## src/rtl/hazard_controller.sv

```systemverilog
// -----------------------------------------------------------------------------
// hazard_controller
//
// Hazard and sequencing controller for a 5-stage RV32I pipeline
// (IF/ID/EX/MEM/WB).
//
// The controller keeps a shadow copy of the register-usage information for
// every in-flight instruction. From that shadow copy it produces:
//   - EX operand forwarding selects (fwd_a / fwd_b),
//   - load-use stalls,
//   - taken-branch flushes,
//   - whole-pipeline freezes while data memory is busy.
// It also keeps two saturating event counters for performance debug.
//
// Forwarding select encoding (forwarding_type):
//   2'b00 NONE    operand comes from the register file
//   2'b10 EX_MEM  operand comes from the instruction now in MEM
//   2'b01 MEM_WB  operand comes from the instruction now in WB
//
// Ports:
//   clk, reset          clock, asynchronous active-high reset
//   id_*                decoded register usage of the instruction in ID
//   ex_branch_taken     EX resolved a taken branch or jump
//   mem_busy            data memory not ready; the whole pipe must hold
//   stall_if, stall_id  hold the PC and the IF/ID register
//   flush_id            clear IF/ID to a NOP
//   bubble_ex           load a NOP into ID/EX
//   freeze              hold every pipeline register
//   fwd_a, fwd_b        forwarding selects for EX operands A and B
//   load_use_cnt        number of load-use stall cycles (saturating)
//   flush_cnt           number of taken-branch flushes (saturating)
// -----------------------------------------------------------------------------
module hazard_controller #(
    parameter int REG_ADDR_WIDTH = 5,
    parameter int CNT_WIDTH      = 16
) (
    input  logic                      clk,
    input  logic                      reset,
    input  logic                      id_valid,
    input  logic [REG_ADDR_WIDTH-1:0] id_rs1,
    input  logic [REG_ADDR_WIDTH-1:0] id_rs2,
    input  logic                      id_uses_rs1,
    input  logic                      id_uses_rs2,
    input  logic [REG_ADDR_WIDTH-1:0] id_rd,
    input  logic                      id_reg_write,
    input  logic                      id_is_load,
    input  logic                      ex_branch_taken,
    input  logic                      mem_busy,
    output logic                      stall_if,
    output logic                      stall_id,
    output logic                      flush_id,
    output logic                      bubble_ex,
    output logic                      freeze,
    output logic [1:0]                fwd_a,
    output logic [1:0]                fwd_b,
    output logic [CNT_WIDTH-1:0]      load_use_cnt,
    output logic [CNT_WIDTH-1:0]      flush_cnt
);

    localparam logic [1:0] FWD_NONE   = 2'b00;
    localparam logic [1:0] FWD_EX_MEM = 2'b10;
    localparam logic [1:0] FWD_MEM_WB = 2'b01;

    localparam logic [CNT_WIDTH-1:0] CNT_ONE = {{(CNT_WIDTH-1){1'b0}}, 1'b1};
    localparam logic [CNT_WIDTH-1:0] CNT_MAX = {CNT_WIDTH{1'b1}};

    typedef enum logic {
        ST_RUN    = 1'b0,
        ST_FROZEN = 1'b1
    } state_t;

    // Shadow pipeline: EX, MEM and WB register-usage info
    logic                      ex_valid_q, ex_use1_q, ex_use2_q, ex_we_q, ex_load_q;
    logic [REG_ADDR_WIDTH-1:0] ex_rs1_q, ex_rs2_q, ex_rd_q;
    logic                      mem_valid_q, mem_we_q;
    logic [REG_ADDR_WIDTH-1:0] mem_rd_q;
    logic                      wb_valid_q, wb_we_q;
    logic [REG_ADDR_WIDTH-1:0] wb_rd_q;

    state_t                    state_q, state_d;
    logic [CNT_WIDTH-1:0]      load_use_cnt_q, flush_cnt_q;

    logic                      lu;
    logic                      lu_inc, flush_inc;
    logic                      mem_fwd_ok, wb_fwd_ok;

    // Load-use: the load in EX produces a register the ID instruction reads
    assign lu = id_valid && ex_valid_q && ex_load_q && (ex_rd_q != '0) &&
                ((id_uses_rs1 && (id_rs1 == ex_rd_q)) ||
                 (id_uses_rs2 && (id_rs2 == ex_rd_q)));

    // A stage may forward only if it writes a register other than x0
    assign mem_fwd_ok = mem_valid_q && mem_we_q && (mem_rd_q != '0);
    assign wb_fwd_ok  = wb_valid_q  && wb_we_q  && (wb_rd_q  != '0);

    // Forwarding: the younger result (MEM) wins over the older one (WB)
    always_comb begin
        fwd_a = FWD_NONE;
        if (ex_use1_q && mem_fwd_ok && (mem_rd_q == ex_rs1_q)) begin
            fwd_a = FWD_EX_MEM;
        end else if (ex_use1_q && wb_fwd_ok && (wb_rd_q == ex_rs1_q)) begin
            fwd_a = FWD_MEM_WB;
        end
    end

    always_comb begin
        fwd_b = FWD_NONE;
        if (ex_use2_q && mem_fwd_ok && (mem_rd_q == ex_rs2_q)) begin
            fwd_b = FWD_EX_MEM;
        end else if (ex_use2_q && wb_fwd_ok && (wb_rd_q == ex_rs2_q)) begin
            fwd_b = FWD_MEM_WB;
        end
    end

    // FSM: state register
    always_ff @(posedge clk or posedge reset) begin
        if (reset) begin
            state_q <= ST_RUN;
        end else begin
            state_q <= state_d;
        end
    end

    // FSM: next state
    always_comb begin
        state_d = state_q;
        case (state_q)
            ST_RUN:    if (mem_busy)  state_d = ST_FROZEN;
            ST_FROZEN: if (!mem_busy) state_d = ST_RUN;
            default:   state_d = ST_RUN;
        endcase
    end

    // FSM: outputs. Control outputs are forced low while reset is held so
    // the pipeline sees a quiet controller immediately.
    always_comb begin
        stall_if  = 1'b0;
        stall_id  = 1'b0;
        flush_id  = 1'b0;
        bubble_ex = 1'b0;
        freeze    = 1'b0;
        lu_inc    = 1'b0;
        flush_inc = 1'b0;
        if (reset) begin
            freeze = 1'b0;
        end else if (mem_busy) begin
            // EX/ID are held, so any branch or load-use is handled later
            freeze = 1'b1;
        end else if (ex_branch_taken) begin
            // Flush wins over a simultaneous load-use; PC must redirect
            flush_id  = 1'b1;
            bubble_ex = 1'b1;
            flush_inc = 1'b1;
        end else if (lu) begin
            stall_if  = 1'b1;
            stall_id  = 1'b1;
            bubble_ex = 1'b1;
            lu_inc    = 1'b1;
        end
    end

    // Shadow pipeline advance
    always_ff @(posedge clk or posedge reset) begin
        if (reset) begin
            ex_valid_q  <= 1'b0;
            ex_rs1_q    <= '0;
            ex_rs2_q    <= '0;
            ex_use1_q   <= 1'b0;
            ex_use2_q   <= 1'b0;
            ex_rd_q     <= '0;
            ex_we_q     <= 1'b0;
            ex_load_q   <= 1'b0;
            mem_valid_q <= 1'b0;
            mem_rd_q    <= '0;
            mem_we_q    <= 1'b0;
            wb_valid_q  <= 1'b0;
            wb_rd_q     <= '0;
            wb_we_q     <= 1'b0;
        end else if (!freeze) begin
            wb_valid_q  <= mem_valid_q;
            wb_rd_q     <= mem_rd_q;
            wb_we_q     <= mem_we_q;
            mem_valid_q <= ex_valid_q;
            mem_rd_q    <= ex_rd_q;
            mem_we_q    <= ex_we_q;
            if (bubble_ex || !id_valid) begin
                ex_valid_q <= 1'b0;
                ex_rs1_q   <= '0;
                ex_rs2_q   <= '0;
                ex_use1_q  <= 1'b0;
                ex_use2_q  <= 1'b0;
                ex_rd_q    <= '0;
                ex_we_q    <= 1'b0;
                ex_load_q  <= 1'b0;
            end else begin
                ex_valid_q <= 1'b1;
                ex_rs1_q   <= id_rs1;
                ex_rs2_q   <= id_rs2;
                ex_use1_q  <= id_uses_rs1;
                ex_use2_q  <= id_uses_rs2;
                ex_rd_q    <= id_rd;
                ex_we_q    <= id_reg_write;
                ex_load_q  <= id_is_load;
            end
        end
    end

    // Saturating event counters
    always_ff @(posedge clk or posedge reset) begin
        if (reset) begin
            load_use_cnt_q <= '0;
            flush_cnt_q    <= '0;
        end else begin
            if (lu_inc && (load_use_cnt_q != CNT_MAX)) begin
                load_use_cnt_q <= load_use_cnt_q + CNT_ONE;
            end
            if (flush_inc && (flush_cnt_q != CNT_MAX)) begin
                flush_cnt_q <= flush_cnt_q + CNT_ONE;
            end
        end
    end

    assign load_use_cnt = load_use_cnt_q;
    assign flush_cnt    = flush_cnt_q;

    // A frozen cycle must never count an event
    a_no_count_frozen: assert property (
        @(posedge clk) disable iff (reset)
        (state_d == ST_FROZEN) |-> !(lu_inc || flush_inc)
    );

endmodule

```

## config.mk

```make
export PLATFORM = sky130hd
export DESIGN_NAME = hazard_controller
export DESIGN_NICKNAME = d
export VERILOG_FILES = /design/src/rtl/hazard_controller.sv
export SDC_FILE = /design/constraint.sdc
export NUM_CORES = 1
export LEC_CHECK = 0
export CAP_MARGIN = 10
export CORE_MARGIN = 1.5
export CORE_UTILIZATION = 56
export DETAILED_ROUTE_END_ITERATION = 12
export PLACE_DENSITY = 0.84
export SLEW_MARGIN = 20
export SYNTH_ARGS = -nofsm -noshare
export SYNTH_HDL_FRONTEND = slang
export SYNTH_SLANG_ARGS = --single-unit
```

## constraint.sdc

```tcl
create_clock -name clk -period 3.63 [get_ports clk]
set_clock_uncertainty 0.1 [all_clocks]
set_input_delay 0.726 -clock clk [delete_from_list [all_inputs] [get_ports clk]]
set_output_delay 0.726 -clock clk [all_outputs]
set_load 0.05 [all_outputs]
```

==> results of run 1 <==
[power breakdown]
group / switching (uW) / internal [uW] / leakage (uW) / total [uW]
registers: 97.7 / 803 / 0.000867 / 901
logic: 233 / 183 / 0.00103 / 416
clock network: 280 / 284 / 0.0000924 / 564
total: 610 / 1270 / 0.00198 / 1880
[routing by layer]
layer | vias up | track usage [%] | wire length [um]
li1 | 1244 | - | -
met1 | 1350 | 32.2 | 3500
met2 | 72 | 42.7 | 3960
met3 | 12 | 4.44 | 334
met4 | 0 | 10.0 | 131
met5 | - | 0 | 0
[logic make-up (layout without fill, tap and decap cells)]
group	after synthesis	in the layout	synth area share, %
xor+xnor	58	58	14.7
fa+ha+maj	2	2	0.723
buf+inv	17	91	3.54
compound gates	27	27	7.74
simple gates	109	109	19.6
mux	18	18	5.97
flops	66	66	47.7
[cell usage after synthesis (2+ instances only)]
master / instances
and3_2: 10
nor4b_1: 2
nand2b_1: 3
clkbuf_1: 5
ha_1: 2
nand4_1: 9
nor3_1: 12
and4_1: 4
nor4_2: 5
or3_1: 2
or4_1: 3
o211ai_1: 2
xnor2_1: 21
buf_6: 4
mux2_2: 16
clkbuf_8: 2
nand2_1: 13
nor4_1: 10
nor2_1: 7
dfrtp_1: 66
xor2_1: 37
nand3_1: 11
and3_1: 12
a221o_1: 20
inv_1: 4
[flip-flops by register name, summed over array words and instances (netlist names)]
| name | count |
|---|---|
| ex_rs2_q | 5 |
| flush_cnt | 16 |
| mem_we_q | 1 |
| wb_rd_q | 5 |
| ex_rd_q | 5 |
| ex_valid_q | 1 |
| ex_we_q | 1 |
| ex_use2_q | 1 |
| ex_use1_q | 1 |
| mem_rd_q | 5 |
| wb_we_q | 1 |
| mem_valid_q | 1 |
| wb_valid_q | 1 |
| load_use_cnt | 16 |
| ex_load_q | 1 |
| ex_rs1_q | 5 |
[worst paths after layout]
kind                       slack [ps]                      start  cells after the start                         to
setup / recovery                  220    mem_rd_q[2]$_DFFE_PP0N_                      5                   fwd_a[0]
hold / removal                    400  flush_cnt[15]$_DFFE_PP0P_                      1  flush_cnt[15]$_DFFE_PP0P_
setup reg to reg                 1210     ex_rd_q[1]$_DFFE_PP0N_                      4      ex_use1_q$_DFFE_PP0N_
hold reg to reg                   400  flush_cnt[15]$_DFFE_PP0P_                      1  flush_cnt[15]$_DFFE_PP0P_
max in group asynchronous        1860                      reset                      4    mem_valid_q$_DFFE_PP0N_
min in group asynchronous         950                      reset                      3   flush_cnt[2]$_DFFE_PP0P_
[final cells by class]
| class | count | area (sq um) | share of cell area (%) |
|---|---|---|---|
| Sequential cell | 66 | 1650 | 37.7 |
| Timing Repair Buffer | 71 | 741 | 16.9 |
| Tap cell | 75 | 93.8 | 2.14 |
| Clock buffer | 12 | 155 | 3.55 |
| Inverter | 4 | 15.0 | 0.343 |
| Multi-Input combinational cell | 214 | 1690 | 38.7 |
| Clock inverter | 4 | 26.3 | 0.601 |
[stage by stage]
step	hold slack [ps]	area [sq um]	setup WS [ps]
floorplan	376	3460	192
global placement	388	4200	319
detailed placement	381	4200	275
CTS	398	4380	192
global route	433	4380	109
finish	396	4380	222
[worst register-to-register path, stage by stage (launching register included)]
cell       delay, ps
dfrtp_1          480
or4_1            610
o2111ai_1        470
o21a_2           460
a221o_1          230
[placed cells by master (no fill, tap or decap), drive strengths merged, types with 2 or more instances in the layout]
cell type      count
and3              22
mux2              18
dlygate4sd2        2
nor3              13
nor4b              2
clkbuf            12
nand4             10
dfrtp             66
and4               4
nor2               7
clkdlybuf4s50     57
xnor2             21
nand3             11
ha                 2
a221o             20
nand2b             3
o21a               2
nor4              15
or3                2
xor2              37
o211ai             2
inv                4
clkinv             3
or4                3
nand2             13
buf               12
==> out/metrics.cfg, run 1 <==
[outcome]
run_status = complete, no violations

[cts]
clock_transition_at_the_registers_of_the_reported_paths_ps = 70
clock_tree_from_tritoncts = built
cts_buffers = 9
cts.repair_timing.setup_buffer_count = 0
cts_resized = 2
clockBufferDepth = 2
cts_htree_levels = 3
insertion_delay_ps = 340
cts.root.buffer_cell = clkbuf_8
holdBufCountCts = 0
cts_sinks = 66

[grt]
grt_start_max_net_pins = 39
grt_usage_pct = 25.3
vias_in_the_first_global_route = 2639
wire_length_of_the_first_global_routing_pass_um = 12700
sum_of_overflow_across_all_layers_after_global_routing = 0
number_of_antenna_violations_at_the_first_check_in_global_routing = 0

[power]
totalPowerFinal_uw = 1880
pwr_density_cell_nw_per_um2 = 430
p_leak_uw = 0.00198
vdd_ir_max_uv = 612

[routing]
via_per_inst = 6.00
route.antenna.remaining_nets = 0
postRouteWirelength_um = 7930
firstDrtPassIters = 4
route.detailed.drc = 0
dr_total_vias = 2678
drt_iter0_drc = 150
routedWlPerCell_um = 17.8

[finish]
final_core_utilization_pct = 73.5
post_route_cells_drive_above_1_share_pct = 18.3
nets = 392
diodes = 0
area.growth.synth_to_final_pct = 26.5
fin_cells = 446
total_of_fill_cells_in_the_finished_design = 430

[synthesis]
synth.lib_cells_used.distinct = 40
synth_top_area_share_pct = 47.7
synth_flop_cell = dfrtp_1
async_flop_share_pct = 100
net_count_after_synthesis = 323
synthesis.yosys.warnings = 0
synth_area_sq_um = 3460
synth.top_cells.by_area = dfrtp_1, xor2_1, a221o_1
post-synth-top-area-cell = dfrtp_1
synth_edf_count = 0
syn-instance-count = 297
synth_seq_area_share_pct = 47.7
postSynthAreaPerCell_sq_um = 11.6
synth.ff_latch_count = 66

[worst_setup_path]
critPathKind = register to output port
path_delay_family = simple AND/OR/NAND/NOR gates
crit_required_ps = 2800
top_cell_by_count_worst_path = nor3_1
timing.critical_path.slowest_stage_cell = or4_1
critical_path.endpoint_type = output port
critPathMaxFanout = 5
critPathArrivalTime_ps = 2580
cp.buffers_inverters = 1
start_kind = register
critical_path.cell_chain = or4_1 -> o211ai_1 -> nor3_1 -> nor3_1 -> dlygate4sd2_1
timing.critical_path.slowest_cell_delay_ps = 590

[floorplan]
design.core.area_sq_um = 5960
initial_utilization_pct = 58.1
chipHeight_um = 81.6
floorplan.die_area_sq_um = 6660
die_width_um = 81.6
pin_count = 65
row_count = 28

[sta]
post_route_setup_tns_ps = 0
finalSetupViolCount = 0
slew-limit-headroom_pct = 53.6
post-route-min-period_ps = 3410
tightestPinTransition_ps = 690
final-max-slew-violation-count = 0
achievable-frequency_mhz = 293
post-route-period-util_pct = 93.9
hold_viol = 0
rsz0062_at_grt = false

[min_path]
worst_hold_path_type = register to register

[run]
maxCapViolations = 0

[placement]
dp.final_hpwl_um = 5700
numPlacedInstances = 430
gp_congestion = 0.828
portBuffers = 64

(Power assumes the default switching activity.)
==> run 2, diff against run 1 <==
- CORE_UTILIZATION: 56 -> 45
- PLACE_DENSITY: 0.84 -> 0.7
==> out/metrics.cfg, run 2 (synthesized netlist as in run 1, its figures left out) <==
[routing]
route.detailed.drc = 0  ; unchanged
firstDrtPassIters = 4  ; unchanged
drt_iter0_drc = 101  ; -33%
route.antenna.remaining_nets = 0  ; unchanged
via_per_inst = 5.53  ; -7.9%
postRouteWirelength_um = 7980  ; +0.64%
dr_total_vias = 2593  ; -3.2%
routedWlPerCell_um = 17.0  ; -4.3%

[cts]
cts.root.buffer_cell = clkbuf_8
cts.repair_timing.setup_buffer_count = 0  ; unchanged
cts_sinks = 66  ; unchanged
clock_transition_at_the_registers_of_the_reported_paths_ps = 70  ; about the same
clock_tree_from_tritoncts = built
cts_htree_levels = 3  ; unchanged
clockBufferDepth = 2  ; unchanged
insertion_delay_ps = 330  ; about the same
cts_buffers = 9  ; unchanged

[power]
vdd_ir_max_uv = 494  ; -19%
pwr_density_cell_nw_per_um2 = 416  ; -3.3%
p_leak_uw = 0.00200  ; +0.79%

[sta]
tightestPinTransition_ps = 600  ; -89.8 ps
final-max-slew-violation-count = 0  ; unchanged
slew-limit-headroom_pct = 59.6  ; +6.0 points
rsz0062_at_grt = false
post_route_setup_tns_ps = 0  ; unchanged
timing.hold.ws_ps = 402  ; +6.42 ps
achievable-frequency_mhz = 291  ; -0.94%
hold_viol = 0  ; unchanged
post-route-min-period_ps = 3440  ; +32.2 ps
finalSetupViolCount = 0  ; unchanged
post-route-period-util_pct = 94.8  ; +0.89 points

[finish]
most_common_cell_after_layout_fill_and_taps_aside = dfrtp_1
nets = 392  ; unchanged
post_route_cells_drive_above_1_share_pct = 18.4  ; +0.050 points
area.growth.synth_to_final_pct = 26.9
diodes = 0  ; unchanged
final_cell_mix = dfrtp_1, clkdlybuf4s50_1, xor2_1
total_of_fill_cells_in_the_finished_design = 600  ; +40%

[grt]
sum_of_overflow_across_all_layers_after_global_routing = 0  ; unchanged
grt_start_max_net_pins = 35  ; -10%
wire_length_of_the_first_global_routing_pass_um = 13500  ; +6.3%
vias_in_the_first_global_route = 2652  ; +0.49%
number_of_antenna_violations_at_the_first_check_in_global_routing = 0  ; unchanged
grt_usage_pct = 20.6  ; -4.7 points

[placement]
portBuffers = 64  ; unchanged
gp_congestion = 0.821  ; -0.82%
dp.final_hpwl_um = 5770  ; +1.1%

[worst_setup_path]
worstReg2RegEnd = ex_use1_q$_DFFE_PP0N_
start_kind = input port
timing.critical_path.slowest_stage_cell = clkdlybuf4s50_1
critPathMaxFanout = 8  ; +3
timing.critical_path.slowest_cell_delay_ps = 480  ; -110 ps
rr_startpoint = ex_rd_q[1]$_DFFE_PP0N_
critical_path.cell_chain = clkdlybuf4s50_1 -> xor2_1 -> nor4_2 -> a32oi_2 -> nor3_2 -> buf_12
critPathKind = input port to output port
worst_reg_to_reg_cells = 6  ; +2
critPathArrivalTime_ps = 2610  ; +30 ps
crit_required_ps = 2800  ; about the same
critical_path.endpoint_type = output port
worst-r2r-setup-slack_ps = 1150  ; -60 ps

[min_path]
hold_end = flush_cnt[15]$_DFFE_PP0P_
worst_hold_path_type = register to register
holdPathStages = 1  ; unchanged
timing.hold.worst.start = flush_cnt[15]$_DFFE_PP0P_

[outcome]
run_status = complete, no violations

[floorplan]
row_count = 31  ; +11%
pin_count = 65  ; unchanged
design.core.area_sq_um = 7330  ; +23%
initial_utilization_pct = 47.2  ; -11 points
floorplan.die_area_sq_um = 8220  ; +23%
die_width_um = 90.7  ; +11%
chipHeight_um = 90.7  ; +11%

[run]
maxCapViolations = 0  ; unchanged

[run 2: per-stage QoR]
stage | cells | instance area [sq um] | setup slack (ps) | util [%] | total power, uW
global route | 469 | 4390 | 118 | 59.9 | 1920
detailed placement | 454 | 4230 | 195 | 57.7 | 1320
finish | 469 | 4390 | 190 | 59.9 | 1830
floorplan | 297 | 3460 | 192 | - | 1170
CTS | 469 | 4390 | 13.0 | 59.8 | 1850
global placement | 454 | 4230 | 253 | 57.7 | 1320
[run 2: worst max-delay path: cells and delay by family]
kind,cells,cell delay (ps)
buffers and inverters,2,670
xor gates and xnor gates,1,180
and+or+nand+nor,2,760
AOI/OAI and AO/OA,1,270
[run 2: layer usage]
layer	vias up	part of all wire, %	track usage [%]
met1	1297	45	27.6
li1	1240	-	-
met4	0	0.79	4.37
met5	-	0	0
met3	6	3.9	5.64
met2	50	50	33.3
[run 2: report_power, final]
| part | internal, uW | total, uW | switching (uW) | leakage (uW) |
|---|---|---|---|---|
| Combinational | 183 | 414 | 231 | 0.00105 |
| Clock | 239 | 515 | 277 | 0.0000806 |
| Sequential | 804 | 895 | 91.7 | 0.000867 |
| Total | 1230 | 1830 | 600 | 0.00200 |
[run 2: layout make-up]
class,instances,area [sq um],share of cell area (%)
Multi-Input combinational cell,214,1690,38.6
Sequential cell,66,1650,37.6
Timing Repair Buffer,71,748,17.0
Clock buffer,9,124,2.82
Tap cell,99,124,2.82
Clock inverter,6,35.0,0.798
Inverter,4,15.0,0.342
[run 2: worst max path at each step]
stage / startpoint / endpoint / slack [ps] / cells after the start
floorplan: id_rs2[4] / stall_if / 190 / 6
global placement: id_rs2[4] / stall_id / 250 / 6
detailed placement: id_rs2[4] / stall_if / 200 / 6
CTS: mem_rd_q[1]$_DFFE_PP0N_ / fwd_a[0] / 10 / 5
global route: id_rs2[4] / stall_if / 120 / 6
finish: id_rs2[4] / stall_if / 190 / 6
[run 2: repair_timing]
action / 4_1_cts / 5_1_grt
hold buffers: 0 / 0
setup endpoints to repair: 0 / 2
gates resized for setup: 0 / 2
